`src/rtl/console_pkg.sv`:
```
// Shared encodings for the console command sequencer: packet types, control
// RAM addresses, one-hot state constants and the command selector.
package console_pkg;

    localparam logic [3:0] BAG_INIT   = 4'h0;
    localparam logic [3:0] BAG_DBURST = 4'h4;
    localparam logic [3:0] BAG_DIDX   = 4'h5;
    localparam logic [3:0] BAG_DPARAM = 4'h6;
    localparam logic [3:0] BAG_DDIDX  = 4'h7;
    localparam logic [3:0] BAG_DLINK  = 4'h8;
    localparam logic [3:0] BAG_DTYPE  = 4'h9;
    localparam logic [3:0] BAG_DTEMP  = 4'hA;
    localparam logic [3:0] BAG_DATA0  = 4'hD;
    localparam logic [3:0] BAG_DATA1  = 4'hE;

    localparam logic [11:0] RAM_ADDR_DLINK = 12'hFCC;
    localparam logic [11:0] RAM_ADDR_DTYPE = 12'hFC0;
    localparam logic [11:0] RAM_ADDR_DTEMP = 12'hFC4;
    localparam logic [11:0] RAM_ADDR_IDLE  = 12'hFE0;

    localparam logic [10:0] S_MAIN_IDLE = 11'b000_0000_0001;
    localparam logic [10:0] S_LINK_WORK = 11'b000_0000_0010;
    localparam logic [10:0] S_LINK_TAKE = 11'b000_0000_0100;
    localparam logic [10:0] S_LINK_SEND = 11'b000_0000_1000;
    localparam logic [10:0] S_MAIN_WAIT = 11'b000_0001_0000;
    localparam logic [10:0] S_MAIN_TAKE = 11'b000_0010_0000;
    localparam logic [10:0] S_CMD_IDLE  = 11'b000_0100_0000;
    localparam logic [10:0] S_CMD_WORK  = 11'b000_1000_0000;
    localparam logic [10:0] S_CMD_TAKE  = 11'b001_0000_0000;
    localparam logic [10:0] S_CMD_SEND  = 11'b010_0000_0000;
    localparam logic [10:0] S_CMD_DONE  = 11'b100_0000_0000;

    typedef enum logic [1:0] {
        CMD_NONE = 2'd0,
        CMD_TYPE = 2'd1,
        CMD_CONF = 2'd2,
        CMD_CONV = 2'd3
    } cmd_e;

endpackage

```
`src/rtl/console_if.sv`:
```
// ADC / com-layer handshakes and packer window between the sequencer (master)
// and its environment (slave).
interface console_if #(
    parameter int ADDR_W = 12,
    parameter int DLEN_W = 12
);
    logic              fs_adc_init, fs_adc_type, fs_adc_conf, fs_adc_conv, fs_adc_tran;
    logic              fd_adc_init, fd_adc_type, fd_adc_conf, fd_adc_conv, fd_adc_tran;
    logic              fs_com_send, fd_com_send;
    logic              fs_com_read, fd_com_read;
    logic [3:0]        read_btype, send_btype;
    logic [ADDR_W-1:0] ram_addr_init;
    logic [DLEN_W-1:0] ram_dlen;
    logic              busy, err_btype, err_timeout;

    modport master (
        output fs_adc_init, fs_adc_type, fs_adc_conf, fs_adc_conv, fs_adc_tran,
        input  fd_adc_init, fd_adc_type, fd_adc_conf, fd_adc_conv, fd_adc_tran,
        output fs_com_send, input fd_com_send,
        input  fs_com_read, output fd_com_read,
        input  read_btype, output send_btype, ram_addr_init, ram_dlen,
        output busy, err_btype, err_timeout
    );

    modport slave (
        input  fs_adc_init, fs_adc_type, fs_adc_conf, fs_adc_conv, fs_adc_tran,
        output fd_adc_init, fd_adc_type, fd_adc_conf, fd_adc_conv, fd_adc_tran,
        input  fs_com_send, output fd_com_send,
        output fs_com_read, input fd_com_read,
        output read_btype, input send_btype, ram_addr_init, ram_dlen,
        input  busy, err_btype, err_timeout
    );
endinterface

```
`src/rtl/console_tmo.sv`:
```
// Loadable wait-state timeout counter; expired is high in the TO_CYC-th
// enabled cycle after the last load.
module console_tmo #(
    parameter int TO_CYC = 65535
) (
    input  logic clk,
    input  logic rst,
    input  logic load,
    input  logic en,
    output logic expired
);
    localparam int CW = $clog2(TO_CYC + 1);

    logic [CW-1:0] cnt_q, cnt_d;

    always_comb begin
        cnt_d = cnt_q;
        if (load)    cnt_d = '0;
        else if (en) cnt_d = cnt_q + 1'b1;
    end

    always_ff @(posedge clk) begin
        if (rst) cnt_q <= '0;
        else     cnt_q <= cnt_d;
    end

    assign expired = en && (cnt_q == CW'(TO_CYC - 1));
endmodule

```
`src/rtl/console_seq.sv`:
```
// Console command sequencer: ADC power-up and link report, then one host
// command at a time. Optional wait timeout under CONSOLE_TIMEOUT_EN.
module console_seq
    import console_pkg::*;
#(
    parameter int CHN_NUM     = 6,
    parameter int ADDR_W      = 12,
    parameter int DLEN_W      = 12,
    parameter int DATA_BASE   = 'h000,
    parameter int DATA_STRIDE = 'h240,
    parameter int DATA_DLEN   = 'h202,
    parameter int CTRL_DLEN   = 'h002,
    parameter int TO_CYC      = 65535
) (
    input logic       clk,
    input logic       rst,
    console_if.master bus
);
    logic [10:0]       state_q, state_d;
    cmd_e              cmd_q, cmd_d;
    logic [3:0]        num_q, num_d, rem_q, rem_d;
    logic              send_ok_q, send_ok_d, tran_ok_q, tran_ok_d;
    logic [3:0]        btype_q, btype_d;
    logic [ADDR_W-1:0] addr_q, addr_d, slot_addr;
    logic [DLEN_W-1:0] dlen_q, dlen_d;
    logic              busy_q, busy_d, err_bt_q, err_bt_d, err_to_q, err_to_d;
    logic              tmo, adc_done, send_hit, tran_hit;

    assign slot_addr = ADDR_W'(DATA_BASE + int'(num_q) * DATA_STRIDE);

    always_comb begin
        adc_done = (cmd_q == CMD_TYPE) ? bus.fd_adc_type :
                   (cmd_q == CMD_CONF) ? bus.fd_adc_conf : bus.fd_adc_conv;
        send_hit = send_ok_q || bus.fd_com_send;
        tran_hit = (cmd_q != CMD_CONV) || tran_ok_q || bus.fd_adc_tran;
    end

    always_comb begin
        state_d   = state_q;
        cmd_d     = cmd_q;
        num_d     = num_q;
        rem_d     = rem_q;
        send_ok_d = 1'b0;
        tran_ok_d = 1'b0;
        btype_d   = btype_q;
        addr_d    = addr_q;
        dlen_d    = dlen_q;
        err_bt_d  = 1'b0;
        err_to_d  = 1'b0;
        case (state_q)
            S_MAIN_IDLE: begin
                num_d   = '0;
                state_d = S_LINK_WORK;
            end
            S_LINK_WORK: begin
                if (bus.fd_adc_init) state_d = S_LINK_TAKE;
                else if (tmo) begin
                    state_d  = S_MAIN_IDLE;
                    err_to_d = 1'b1;
                end
            end
            S_LINK_TAKE: begin
                btype_d = BAG_DLINK;
                addr_d  = ADDR_W'(RAM_ADDR_DLINK);
                dlen_d  = DLEN_W'(CTRL_DLEN);
                state_d = S_LINK_SEND;
            end
            S_LINK_SEND: begin
                if (bus.fd_com_send) state_d = S_MAIN_WAIT;
                else if (tmo) begin
                    state_d  = S_MAIN_IDLE;
                    err_to_d = 1'b1;
                end
            end
            S_MAIN_WAIT: if (bus.fs_com_read) state_d = S_MAIN_TAKE;
            S_MAIN_TAKE: begin
                rem_d   = '0;
                state_d = S_CMD_IDLE;
                case (bus.read_btype)
                    BAG_DIDX:   cmd_d = CMD_TYPE;
                    BAG_DPARAM: cmd_d = CMD_CONF;
                    BAG_DDIDX:  cmd_d = CMD_CONV;
                    BAG_DBURST: begin
                        cmd_d = CMD_CONV;
                        rem_d = 4'(CHN_NUM - 1);
                    end
                    default: begin
                        cmd_d    = CMD_NONE;
                        err_bt_d = 1'b1;
                    end
                endcase
            end
            S_CMD_IDLE: begin
                if (!bus.fs_com_read) state_d = (cmd_q == CMD_NONE) ? S_MAIN_WAIT : S_CMD_WORK;
            end
            S_CMD_WORK: begin
                if (adc_done) state_d = S_CMD_TAKE;
                else if (tmo) begin
                    state_d  = S_MAIN_WAIT;
                    err_to_d = 1'b1;
                end
            end
            S_CMD_TAKE: begin
                state_d = S_CMD_SEND;
                dlen_d  = DLEN_W'(CTRL_DLEN);
                if (cmd_q == CMD_TYPE) begin
                    btype_d = BAG_DTYPE;
                    addr_d  = ADDR_W'(RAM_ADDR_DTYPE);
                end else if (cmd_q == CMD_CONF) begin
                    btype_d = BAG_DTEMP;
                    addr_d  = ADDR_W'(RAM_ADDR_DTEMP);
                end else begin
                    btype_d = num_q[0] ? BAG_DATA1 : BAG_DATA0;
                    addr_d  = slot_addr;
                    dlen_d  = DLEN_W'(DATA_DLEN);
                    num_d   = (num_q == 4'(CHN_NUM - 1)) ? '0 : num_q + 4'd1;
                end
            end
            S_CMD_SEND: begin
                // both dones may land in different cycles; hold each until exit
                if (send_hit && tran_hit) state_d = S_CMD_DONE;
                else if (tmo) begin
                    state_d  = S_MAIN_WAIT;
                    err_to_d = 1'b1;
                end else begin
                    send_ok_d = send_hit;
                    tran_ok_d = tran_ok_q || bus.fd_adc_tran;
                end
            end
            S_CMD_DONE: begin
                if (rem_q != '0) begin
                    rem_d   = rem_q - 4'd1;
                    state_d = S_CMD_WORK;
                end else state_d = S_MAIN_WAIT;
            end
            default: state_d = S_MAIN_IDLE;
        endcase
        if (state_d == S_MAIN_WAIT || state_d == S_MAIN_IDLE) begin
            btype_d = BAG_INIT;
            addr_d  = ADDR_W'(RAM_ADDR_IDLE);
            dlen_d  = '0;
        end
        busy_d = (state_d != S_MAIN_WAIT);
    end

`ifdef CONSOLE_TIMEOUT_EN
    logic tmo_en;
    assign tmo_en = (state_q == S_LINK_WORK) || (state_q == S_LINK_SEND) ||
                    (state_q == S_CMD_WORK)  || (state_q == S_CMD_SEND);
    console_tmo #(.TO_CYC(TO_CYC)) u_tmo (
        .clk(clk), .rst(rst), .load(state_d != state_q), .en(tmo_en), .expired(tmo)
    );
`else
    assign tmo = 1'b0;
`endif

    always_ff @(posedge clk) begin
        if (rst) begin
            state_q   <= S_MAIN_IDLE;
            cmd_q     <= CMD_NONE;
            num_q     <= '0;
            rem_q     <= '0;
            send_ok_q <= 1'b0;
            tran_ok_q <= 1'b0;
            btype_q   <= BAG_INIT;
            addr_q    <= ADDR_W'(RAM_ADDR_IDLE);
            dlen_q    <= '0;
            busy_q    <= 1'b0;
            err_bt_q  <= 1'b0;
            err_to_q  <= 1'b0;
        end else begin
            state_q   <= state_d;
            cmd_q     <= cmd_d;
            num_q     <= num_d;
            rem_q     <= rem_d;
            send_ok_q <= send_ok_d;
            tran_ok_q <= tran_ok_d;
            btype_q   <= btype_d;
            addr_q    <= addr_d;
            dlen_q    <= dlen_d;
            busy_q    <= busy_d;
            err_bt_q  <= err_bt_d;
            err_to_q  <= err_to_d;
        end
    end

    assign bus.fs_adc_init   = (state_q == S_LINK_WORK);
    assign bus.fs_adc_type   = (state_q == S_CMD_WORK) && (cmd_q == CMD_TYPE);
    assign bus.fs_adc_conf   = (state_q == S_CMD_WORK) && (cmd_q == CMD_CONF);
    assign bus.fs_adc_conv   = (state_q == S_CMD_WORK) && (cmd_q == CMD_CONV);
    assign bus.fs_adc_tran   = (state_q == S_CMD_SEND) && (cmd_q == CMD_CONV);
    assign bus.fs_com_send   = (state_q == S_LINK_SEND) || (state_q == S_CMD_SEND);
    assign bus.fd_com_read   = (state_q == S_CMD_IDLE);
    assign bus.send_btype    = btype_q;
    assign bus.ram_addr_init = addr_q;
    assign bus.ram_dlen      = dlen_q;
    assign bus.busy          = busy_q;
    assign bus.err_btype     = err_bt_q;
    assign bus.err_timeout   = err_to_q;
endmodule
```
`src/flat_wrapper.sv`:
```
// flat-port wrapper written by rule: the top's interface ports become plain ports
module console_seq_flat import console_pkg::*;
#(
    parameter int CHN_NUM     = 6,
    parameter int ADDR_W      = 12,
    parameter int DLEN_W      = 12,
    parameter int DATA_BASE   = 'h000,
    parameter int DATA_STRIDE = 'h240,
    parameter int DATA_DLEN   = 'h202,
    parameter int CTRL_DLEN   = 'h002,
    parameter int TO_CYC      = 65535
)
  (clk, rst, bus_fs_adc_init, bus_fs_adc_type, bus_fs_adc_conf, bus_fs_adc_conv, bus_fs_adc_tran, bus_fd_adc_init, bus_fd_adc_type, bus_fd_adc_conf, bus_fd_adc_conv, bus_fd_adc_tran, bus_fs_com_send, bus_fd_com_send, bus_fs_com_read, bus_fd_com_read, bus_read_btype, bus_send_btype, bus_ram_addr_init, bus_ram_dlen, bus_busy, bus_err_btype, bus_err_timeout);
  console_if #(.ADDR_W(ADDR_W), .DLEN_W(DLEN_W)) bus_i ();
  input logic clk;
  input logic rst;
  output wire logic [$bits(bus_i.fs_adc_init)-1:0] bus_fs_adc_init;
  output wire logic [$bits(bus_i.fs_adc_type)-1:0] bus_fs_adc_type;
  output wire logic [$bits(bus_i.fs_adc_conf)-1:0] bus_fs_adc_conf;
  output wire logic [$bits(bus_i.fs_adc_conv)-1:0] bus_fs_adc_conv;
  output wire logic [$bits(bus_i.fs_adc_tran)-1:0] bus_fs_adc_tran;
  input wire logic [$bits(bus_i.fd_adc_init)-1:0] bus_fd_adc_init;
  input wire logic [$bits(bus_i.fd_adc_type)-1:0] bus_fd_adc_type;
  input wire logic [$bits(bus_i.fd_adc_conf)-1:0] bus_fd_adc_conf;
  input wire logic [$bits(bus_i.fd_adc_conv)-1:0] bus_fd_adc_conv;
  input wire logic [$bits(bus_i.fd_adc_tran)-1:0] bus_fd_adc_tran;
  output wire logic [$bits(bus_i.fs_com_send)-1:0] bus_fs_com_send;
  input wire logic [$bits(bus_i.fd_com_send)-1:0] bus_fd_com_send;
  input wire logic [$bits(bus_i.fs_com_read)-1:0] bus_fs_com_read;
  output wire logic [$bits(bus_i.fd_com_read)-1:0] bus_fd_com_read;
  input wire logic [$bits(bus_i.read_btype)-1:0] bus_read_btype;
  output wire logic [$bits(bus_i.send_btype)-1:0] bus_send_btype;
  output wire logic [$bits(bus_i.ram_addr_init)-1:0] bus_ram_addr_init;
  output wire logic [$bits(bus_i.ram_dlen)-1:0] bus_ram_dlen;
  output wire logic [$bits(bus_i.busy)-1:0] bus_busy;
  output wire logic [$bits(bus_i.err_btype)-1:0] bus_err_btype;
  output wire logic [$bits(bus_i.err_timeout)-1:0] bus_err_timeout;
  assign bus_fs_adc_init = bus_i.fs_adc_init;
  assign bus_fs_adc_type = bus_i.fs_adc_type;
  assign bus_fs_adc_conf = bus_i.fs_adc_conf;
  assign bus_fs_adc_conv = bus_i.fs_adc_conv;
  assign bus_fs_adc_tran = bus_i.fs_adc_tran;
  assign bus_i.fd_adc_init = bus_fd_adc_init;
  assign bus_i.fd_adc_type = bus_fd_adc_type;
  assign bus_i.fd_adc_conf = bus_fd_adc_conf;
  assign bus_i.fd_adc_conv = bus_fd_adc_conv;
  assign bus_i.fd_adc_tran = bus_fd_adc_tran;
  assign bus_fs_com_send = bus_i.fs_com_send;
  assign bus_i.fd_com_send = bus_fd_com_send;
  assign bus_i.fs_com_read = bus_fs_com_read;
  assign bus_fd_com_read = bus_i.fd_com_read;
  assign bus_i.read_btype = bus_read_btype;
  assign bus_send_btype = bus_i.send_btype;
  assign bus_ram_addr_init = bus_i.ram_addr_init;
  assign bus_ram_dlen = bus_i.ram_dlen;
  assign bus_busy = bus_i.busy;
  assign bus_err_btype = bus_i.err_btype;
  assign bus_err_timeout = bus_i.err_timeout;
  console_seq #(.CHN_NUM(CHN_NUM), .ADDR_W(ADDR_W), .DLEN_W(DLEN_W), .DATA_BASE(DATA_BASE), .DATA_STRIDE(DATA_STRIDE), .DATA_DLEN(DATA_DLEN), .CTRL_DLEN(CTRL_DLEN), .TO_CYC(TO_CYC)) u_core (.clk(clk), .rst(rst), .bus(bus_i));
endmodule
```
`config.mk`:
```
export PLATFORM = sky130hd
export DESIGN_NAME = console_seq_flat
export DESIGN_NICKNAME = d
export VERILOG_FILES = /design/src/rtl/console_pkg.sv /design/src/rtl/console_if.sv /design/src/rtl/console_tmo.sv /design/src/rtl/console_seq.sv /design/src/flat_wrapper.sv
export SDC_FILE = /design/constraint.sdc
export NUM_CORES = 1
export LEC_CHECK = 0
export BUFFER_PORTS_ARGS = -buffer_cell sky130_fd_sc_hd__clkbuf_2
export CORE_MARGIN = 3
export CORE_UTILIZATION = 37
export CTS_CLUSTER_SIZE = 12
export DETAILED_ROUTE_END_ITERATION = 7
export PLACE_DENSITY = 0.62
export REMOVE_ABC_BUFFERS = 1
export SLEW_MARGIN = 20
export SYNTH_ARGS = -nofsm -noshare
export SYNTH_HDL_FRONTEND = slang
export SYNTH_SLANG_ARGS = --single-unit
```
`constraint.sdc`:
```
create_clock -name clk -period 5.6 [get_ports clk]
set_input_delay 0.84 -clock clk [delete_from_list [all_inputs] [get_ports clk]]
set_output_delay 0.84 -clock clk [all_outputs]
set_load 0.01 [all_outputs]
```
After elaboration in Yosys (flattened, before gate mapping)
Cells that the tools add are included.
{ "totals": {"out_inout_bits": 38, "in_bits": 13, "ff_bits": 53} }
{ "classes": {"n_addsub": 2, "n_reduce_logical": 23, "bitwise_logic": 2, "n_eq_ne": 26, "mux": 30, "n_mul": 1} }
{ "ops": {"columns": ["cell", "n"], "rows": [
  ["one-hot mux 11 bit (11 select lines)", 1],
  ["2-to-1 mux 11 bit", 6],
  ["one-hot mux 12 bit (2 select lines)", 2],
  ["2-to-1 mux 12 bit", 3],
  ["2-to-1 mux 4 bit", 6],
  ["one-hot mux 4 bit (2 select lines)", 3],
  ["== test 11 x 1 -> 1 bit (second input constant)", 2],
  ["== test 11 x 5 -> 1 bit (second input constant)", 2],
  ["== test 4 x 3 -> 1 bit (second input constant)", 5],
  ["2-to-1 mux 8 bit", 2],
  ["== test 11 x 10 -> 1 bit (second input constant)", 1],
  ["== test 11 bit (second input constant)", 1],
  ["== test 11 x 2 -> 1 bit (second input constant)", 1],
  ["== test 11 x 3 -> 1 bit (second input constant)", 1],
  ["== test 11 x 4 -> 1 bit (second input constant)", 1],
  ["== test 11 x 6 -> 1 bit (second input constant)", 1],
  ["== test 11 x 7 -> 1 bit (second input constant)", 1],
  ["== test 11 x 8 -> 1 bit (second input constant)", 1],
  ["== test 11 x 9 -> 1 bit (second input constant)", 1],
  ["inequality test 11 x 5 -> 1 bit (second input constant)", 1],
  ["2-to-1 mux 10 bit", 1],
  ["logical OR 1 bit", 6],
  ["multiplier 4 x 4 -> 6 bit (second input constant)", 1],
  ["inequality test 2 bit (second input constant)", 3],
  ["19 further kinds", 31]
]} }

Depth between registers and ports, before layout
Gate-level depths: netlist of the first run.
{ "depth": {"depth_word": 9, "depth_mapped": 9, "mapped_depth_nobuf": 8} }

Worst setup path before layout of the first run
OpenSTA, ideal clock, no wires.
{ "synth_timing": {"kind": "register -> output", "start": "register u_core.state_q[2]", "end": "output bus_fs_adc_conf", "slack_ns": 3.143, "path_stages_with_launch": 6, "t_arrival_ns": 1.617, "required_ns": 4.760, "n_path_buf": 1, "cell_sequence": "dfxtp_1 -> clkbuf_1 -> nor4_2 -> nand2_1 -> nor4bb_1 -> and2_1"} }
{ "synth_between": {"elab_chain_cells": 2} }
{ "synth_lines": {"columns": ["element", "line_no", "source"], "rows": [
  ["start, declared", "console_seq.sv:19", "logic [10:0] state_q, state_d;"],
  ["start signal, assigned", "console_seq.sv:172", "state_q <= state_d;"],
  ["== test 11 x 8 -> 1 bit", "console_seq.sv:189", "assign bus.fs_adc_conf = (state_q == S_CMD_WORK) && (cmd_q == CMD_CONF);"],
  ["logical AND 1 bit", "console_seq.sv:189", null],
  ["end, declared", "flat_wrapper.sv:19", "output wire logic [$bits(bus_i.fs_adc_conf)-1:0] bus_fs_adc_conf;"]
]} }
Every way passes these cells.

Final worst setup path of the first run
{ "layout_timing": {"start": "register u_core.state_q[9]", "end": "output bus_fs_adc_conf"} }
Same word-level chain as after synthesis.

==> results_dict.tcl, run 1 <==
set metrics [dict create \
    grt_max_degree 27 \
    cts_max_level 2 \
    dr.max_layer_used "met4" \
    clock.fmax_mhz 319 \
    synth_warnings 0 \
    clk_path_buf_depth 2 \
    ioPinCount 51 \
    power_mw 0.574 \
    synth_compound_area_frac 0.146 \
    hold_viol_final 0 \
    root_buffer "clkbuf_8" \
    cts_tree "built" \
    wirelength_mm 4.76 \
    wl_met2_mm 2.20 \
    p_seq_frac 0.486 \
    synth_area_um2 2150 \
    die_area_um2 6750 \
    utilization 0.434 \
    clock_latency_ps 300 \
    start_util 0.385 \
    hold_class "flop to flop" \
    final_antenna_net_count 0 \
    wl_per_cell_um 13.2 \
    place_area_um2 2300 \
    maxSlewViolCount 0 \
    setup.worst_path.start_class "flop" \
    rrSetupSlack_ps 2930 \
    grt_use_total 0.151 \
    required_ps 4760 \
    final_cell_area_um2 2420 \
    period_share 0.560 \
    firstDrtPassIters 6 \
    end_kind "output port" \
    syn2layout_area_growth_pct 12.7 \
    synth-seq-cells 38 \
    finalCriticalPeriod_ps 3130 \
    ys_seq_area_frac 0.355 \
    diodes 0 \
    worst-r2r-cell-count 6 \
    hp-start "u_core.bus.ram_addr_init[5]$_SDFFE_PP1P_" \
    nNetsFinal 311 \
    fin_worst_skew_ps 9.01 \
    cellPowerDensity_nw_per_um2 237 \
    hpwl_mm 3.48 \
    p_leak_nw 0.996 \
    wl_met3_um 216 \
    m1WireLength_mm 2.23 \
    p_clk_frac 0.419 \
    switchingPower_mw 0.149 \
    max-cap-violations 0 \
    peakVddDrop_mv 0.136 \
    p_int_mw 0.425 \
    reg2reg_to "u_core.num_q[2]$_SDFFE_PP0P_" \
    relSlewSlack 0.582 \
    synth.distinct_cells 48 \
    hold_path_depth 2 \
    clock-sinks 38 \
    core_um2 5570 \
    yosys.area_share.simple 0.301 \
    numPortBuffers 36 \
    setup_viol 0 \
    cts-hold-fix-buffers 0 \
    instances_no_fill 361 \
    routed_via_density 5.18 \
    via_count 1869 \
    ys.flop_type "dfxtp_1" \
    hold_path_end "u_core.bus.ram_addr_init[5]$_SDFFE_PP1P_" \
    hold_ws_ps 466 \
    dieHeight_um 82.2 \
    overflow 0 \
    numCtsBuffers 5 \
    fin_ws_ps 2470 \
    post_cts_buffers 0 \
    antenna_found_initial 0 \
    arrival_ps 2290 \
    crit_fanout 14 \
    grt_pass1_wl_mm 7.95 \
    dp.cells 353 \
    rsz0062_at_grt "no" \
    drc 0 \
    outcome "complete, no violations" \
    die_width_um 82.2 \
    synthAdderAreaFrac 0.0583 \
    muxShareOfSynthArea 0.00466 \
    fp-row-count 27 \
    finalSetupTns_ps 0 \
    post-place-ws_ps 2810 \
    reg2reg_from "u_core.state_q[5]$_SDFF_PP0_" \
    drtIter0Drc 167 \
    tightest_slew_ps 621 \
    swShare 0.259 \
    place.gp.congestion 0.837 \
    syn_inst 258 \
    first_global_vias 1652 \
    cts.repair.resized 0 \
    worst-setup-path-type "flop to output port" \
    synth_xor_area_frac 0.0327 \
    clk_pin_slew_ps 90 \
    power_frac_comb 0.095 \
    drive_above_1_share 0.194 \
    syn_area_per_cell_um2 8.32 \
    synthArstFlopShare 0 \
    synth_edf_count 0 \
    synth_top_family_by_area "simple AND/OR/NAND/NOR gates" \
]
power groups by stage:
stage          clock (mW)  sequential [mW]  combinational, mW
6_report            0.241            0.279             0.0546
4_1_cts             0.244            0.279             0.0551
5_1_grt             0.252            0.280             0.0615
3_3_place_gp            0            0.285             0.0543
3_5_place_dp            0            0.285             0.0549
2_1_floorplan           0            0.284             0.0352
state kept, by name, summed over array words and instances, names as in the netlist:
| name | cells |
|---|---|
| u_core.rem_q | 4 |
| u_core.cmd_q | 2 |
| u_core.bus.busy | 1 |
| u_core.bus.send_btype | 3 |
| u_core.send_ok_q | 1 |
| u_core.bus.err_btype | 1 |
| u_core.bus.ram_addr_init | 9 |
| u_core.tran_ok_q | 1 |
| u_core.num_q | 4 |
| u_core.bus.ram_dlen | 1 |
| u_core.state_q | 11 |
how the worst max path moves through the flow:
stage	start	endpoint	slack (ps)	cells after the start
floorplan	u_core.state_q[9]$_SDFF_PP0_	u_core.bus.ram_addr_init[2]$_SDFFE_PP0P_	3030	6
global placement	u_core.state_q[9]$_SDFF_PP0_	bus_fs_adc_conf	2870	5
detailed placement	u_core.state_q[9]$_SDFF_PP0_	bus_fs_adc_type	2810	5
CTS	u_core.state_q[9]$_SDFF_PP0_	bus_fs_adc_conf	2470	5
global route	u_core.state_q[9]$_SDFF_PP0_	bus_fs_adc_type	2160	5
finish	u_core.state_q[9]$_SDFF_PP0_	bus_fs_adc_conf	2470	5
cell usage in the layout, fill, tap and decap left out, drive strengths merged, types with 3 or more instances in the layout:
cell     n
o21ai   15
a21oi   16
nor3b    5
dfxtp   38
nand2   17
xnor2    4
nand3    6
nand4    4
nor3    12
o22ai    6
nor4     8
ha      10
conb    14
inv     11
nand2b   3
nor2b    8
clkbuf  41
nor4b    7
xor2     4
and2     4
nor2    25
synth_stat cells, drive strengths merged, types with 2 or more instances:
master	count	area (um^2)
dfxtp	38	761
nor2	25	93.8
buf	19	141
nand2	17	63.8
a21oi	16	80.1
o21ai	15	75.1
nor3	12	65.1
inv	11	41.3
ha	10	125
clkbuf	9	33.8
nor2b	8	50.1
nor4	8	71.3
nor4b	7	61.3
nand3	6	35.0
o22ai	6	37.5
nor3b	5	37.5
and2	4	25.0
nand4	4	25.0
xnor2	4	35.0
xor2	4	35.0
nand2b	3	18.8
a22oi	2	15.0
nand3b	2	15.0
nor4bb	2	20.0
or2	2	12.5
or4	2	15.0
or4b	2	20.0
critical path, stage by stage (launching register included):
cell,delay [ps]
dfxtp_1,460
nor4_2,450
nand2_1,190
nor4bb_1,560
and2_1,210
clkbuf_2,130
metal layers:
layer,global-route usage,vias to the layer above
met1,0.196,876
met3,0.0315,8
met2,0.241,45
met5,0,-
li1,-,940
met4,0.0698,0
cell type report:
cell class	instances	area (um^2)
sequential	38	761
inverter	11	41.3
clock inverter	3	45.0
timing repair buffer	38	195
multi-input combinational	194	1220
clock buffer	5	68.8
fill	552	3160
tap	72	90.1
cell families after synthesis:
group	after synthesis
AND/OR/NAND/NOR	111
other	1
XOR/XNOR	8
buffers and inverters	39
adder cells (fa/ha/maj)	10
AO/OA/AOI/OAI	50
flip-flops	38
multiplexers	1
No activity file was read; power rests on OpenSTA's default activity.
==> run 2: changes to the inputs <==
--- a/config.mk
+++ b/config.mk
@@ -10,7 +10,7 @@
 export CORE_UTILIZATION = 37
 export CTS_CLUSTER_SIZE = 12
 export DETAILED_ROUTE_END_ITERATION = 7
-export PLACE_DENSITY = 0.62
+export PLACE_DENSITY = 0.64
 export REMOVE_ABC_BUFFERS = 1
 export SLEW_MARGIN = 20
 export SYNTH_ARGS = -nofsm -noshare
==> constraint.sdc (replaced) <==
create_clock -name clk -period 2.6 [get_ports clk]
set_input_delay 0.39 -clock clk [delete_from_list [all_inputs] [get_ports clk]]
set_output_delay 0.39 -clock clk [all_outputs]
set_load 0.01 [all_outputs]
==> run 2 against run 1 <==
- final area increased by 1.7%
- critical endpoint is now bus_fd_com_read
- first-iteration DRC count is 44% lower
- setup slack got worse by 2300 ps
- core utilization rose by 0.72 points
- highest routed layer unchanged
- sequential cell count is the same
- sequential power grew 120%
- largest power group unchanged
==> results_dict.tcl, run 2 (synthesis results as in run 1) <==
set metrics [dict create \
    nNetsFinal 319 \
    post-place-ws_ps 281 \
    max-cap-violations 0 \
    top_register "u_core.state_q" \
    period_share 0.940 \
    die_width_um 82.2 \
    grt_max_degree 27 \
    post_cts_buffers 0 \
    cellPowerDensity_nw_per_um2 449 \
    clock.fmax_mhz 409 \
    setup_viol 0 \
    arrival_ps 2050 \
    rsz0062_at_grt "no" \
    grt_use_total 0.151 \
    overflow 0 \
    largest_reg_flops 11 \
    final_cell_mix "dfxtp_1, clkbuf_2, nor2_1" \
    first_global_vias 1677 \
    final_antenna_net_count 0 \
    hold_class "primary input to flop" \
    drive_above_1_share 0.216 \
    cts_max_level 2 \
    setup.worst_path.start_class "flop" \
    syn2layout_area_growth_pct 14.6 \
    clock_latency_ps 290 \
    drtIter0Drc 93 \
    layout_commonest_cell "dfxtp_1" \
    dieHeight_um 82.2 \
    ioPinCount 51 \
    wl_per_cell_um 13.0 \
    required_ps 2210 \
    die_area_um2 6750 \
    clk_pin_slew_ps 80 \
    diodes 0 \
    firstDrtPassIters 4 \
    tightest_slew_ps 581 \
    worst-setup-path-type "flop to output port" \
    finalCriticalPeriod_ps 2440 \
    fill_cells 564 \
    end_kind "output port" \
    grt_pass1_wl_mm 7.80 \
    core_um2 5570 \
    peakVddDrop_mv 0.206 \
    crit_fanout 9 \
    multi_input_area_um2 1230 \
    numPortBuffers 36 \
    outcome "complete, no violations" \
    seqCellArea_um2 761 \
    power_mw 1.10 \
    cts_tree "built" \
    p_leak_nw 1.03 \
    finalSetupTns_ps 0 \
    hold_viol_final 0 \
    clk_path_buf_depth 2 \
    maxSlewViolCount 0 \
    wirelength_mm 4.80 \
    routed_via_density 5.15 \
    root_buffer "clkbuf_8" \
    utilization 0.441 \
    start_util 0.385 \
    hpwl_mm 3.53 \
    clock-sinks 38 \
    drc 0 \
    fp-row-count 27 \
    via_count 1897 \
    fin_ws_ps 157 \
    numCtsBuffers 5 \
    antenna_found_initial 0 \
    fin_worst_skew_ps 7.72 \
    relSlewSlack 0.607 \
    place.gp.congestion 0.865 \
]
## run 2: cell types whose count changed in the layout (fill, tap and decap cells not counted)
cell | previous run | this run
buf_4 | 2 | 10
bufinv_16 | 1 | 0
clkinv_2 | 0 | 2
clkinvlp_4 | 2 | 0
nor4_2 | 1 | 0
nor4_4 | 1 | 2
nor4bb_1 | 2 | 1
nor4bb_2 | 0 | 1
## run 2: area by class of cell
cell class	count	share of cell area
multi-input cells	194	0.501
flip-flops and latches	38	0.309
repair buffers	46	0.104
well taps	72	0.0366
clock buffers	5	0.0280
inverters	11	0.0168
clock inverters	2	0.00407
## run 2: metrics by stage
step	std cells	hold WS, ps	area (um^2)
after CTS	368	366	2440
after global routing	368	381	2460
final	368	369	2460
after global placement	361	458	2360
after detailed placement	361	464	2360
after floorplan	243	459	2020
## run 2: worst paths after layout
path                                            start                                        to  slack, ps  cells past startpoint
min reg2reg  u_core.bus.ram_addr_init[5]$_SDFFE_PP1P_  u_core.bus.ram_addr_init[5]$_SDFFE_PP1P_        470                      2
min                                   bus_fs_com_read              u_core.state_q[6]$_SDFF_PP0_        370                      3
max                      u_core.state_q[2]$_SDFF_PP0_                           bus_fd_com_read        160                      4
max reg2reg              u_core.state_q[2]$_SDFF_PP0_              u_core.num_q[2]$_SDFFE_PP0P_        230                      6
## run 2: layer usage
metal	up-vias	wire length, um	global-route usage
met3	7	162	0.0293
li1	965	-	-
met2	36	2390	0.254
met1	889	2180	0.188
met4	0	63	0.0598
met5	-	0	0
## run 2: worst max-delay path: stages (launching register included)
cell,delay (ps)
dfxtp_1,420
nor4_4,340
nand2_1,190
nor4bb_1,580
clkbuf_2,240
## run 2: power by group
group	internal [mW]	total [mW]	switching [mW]
combinational	0.0431	0.117	0.0743
sequential	0.588	0.601	0.0128
clock	0.180	0.386	0.206
## run 2: timing repair
item                                    in CTS  in global routing
resized for setup                            0                  2
endpoints found under the setup margin       0                  4
hold buffers                                 0                  0
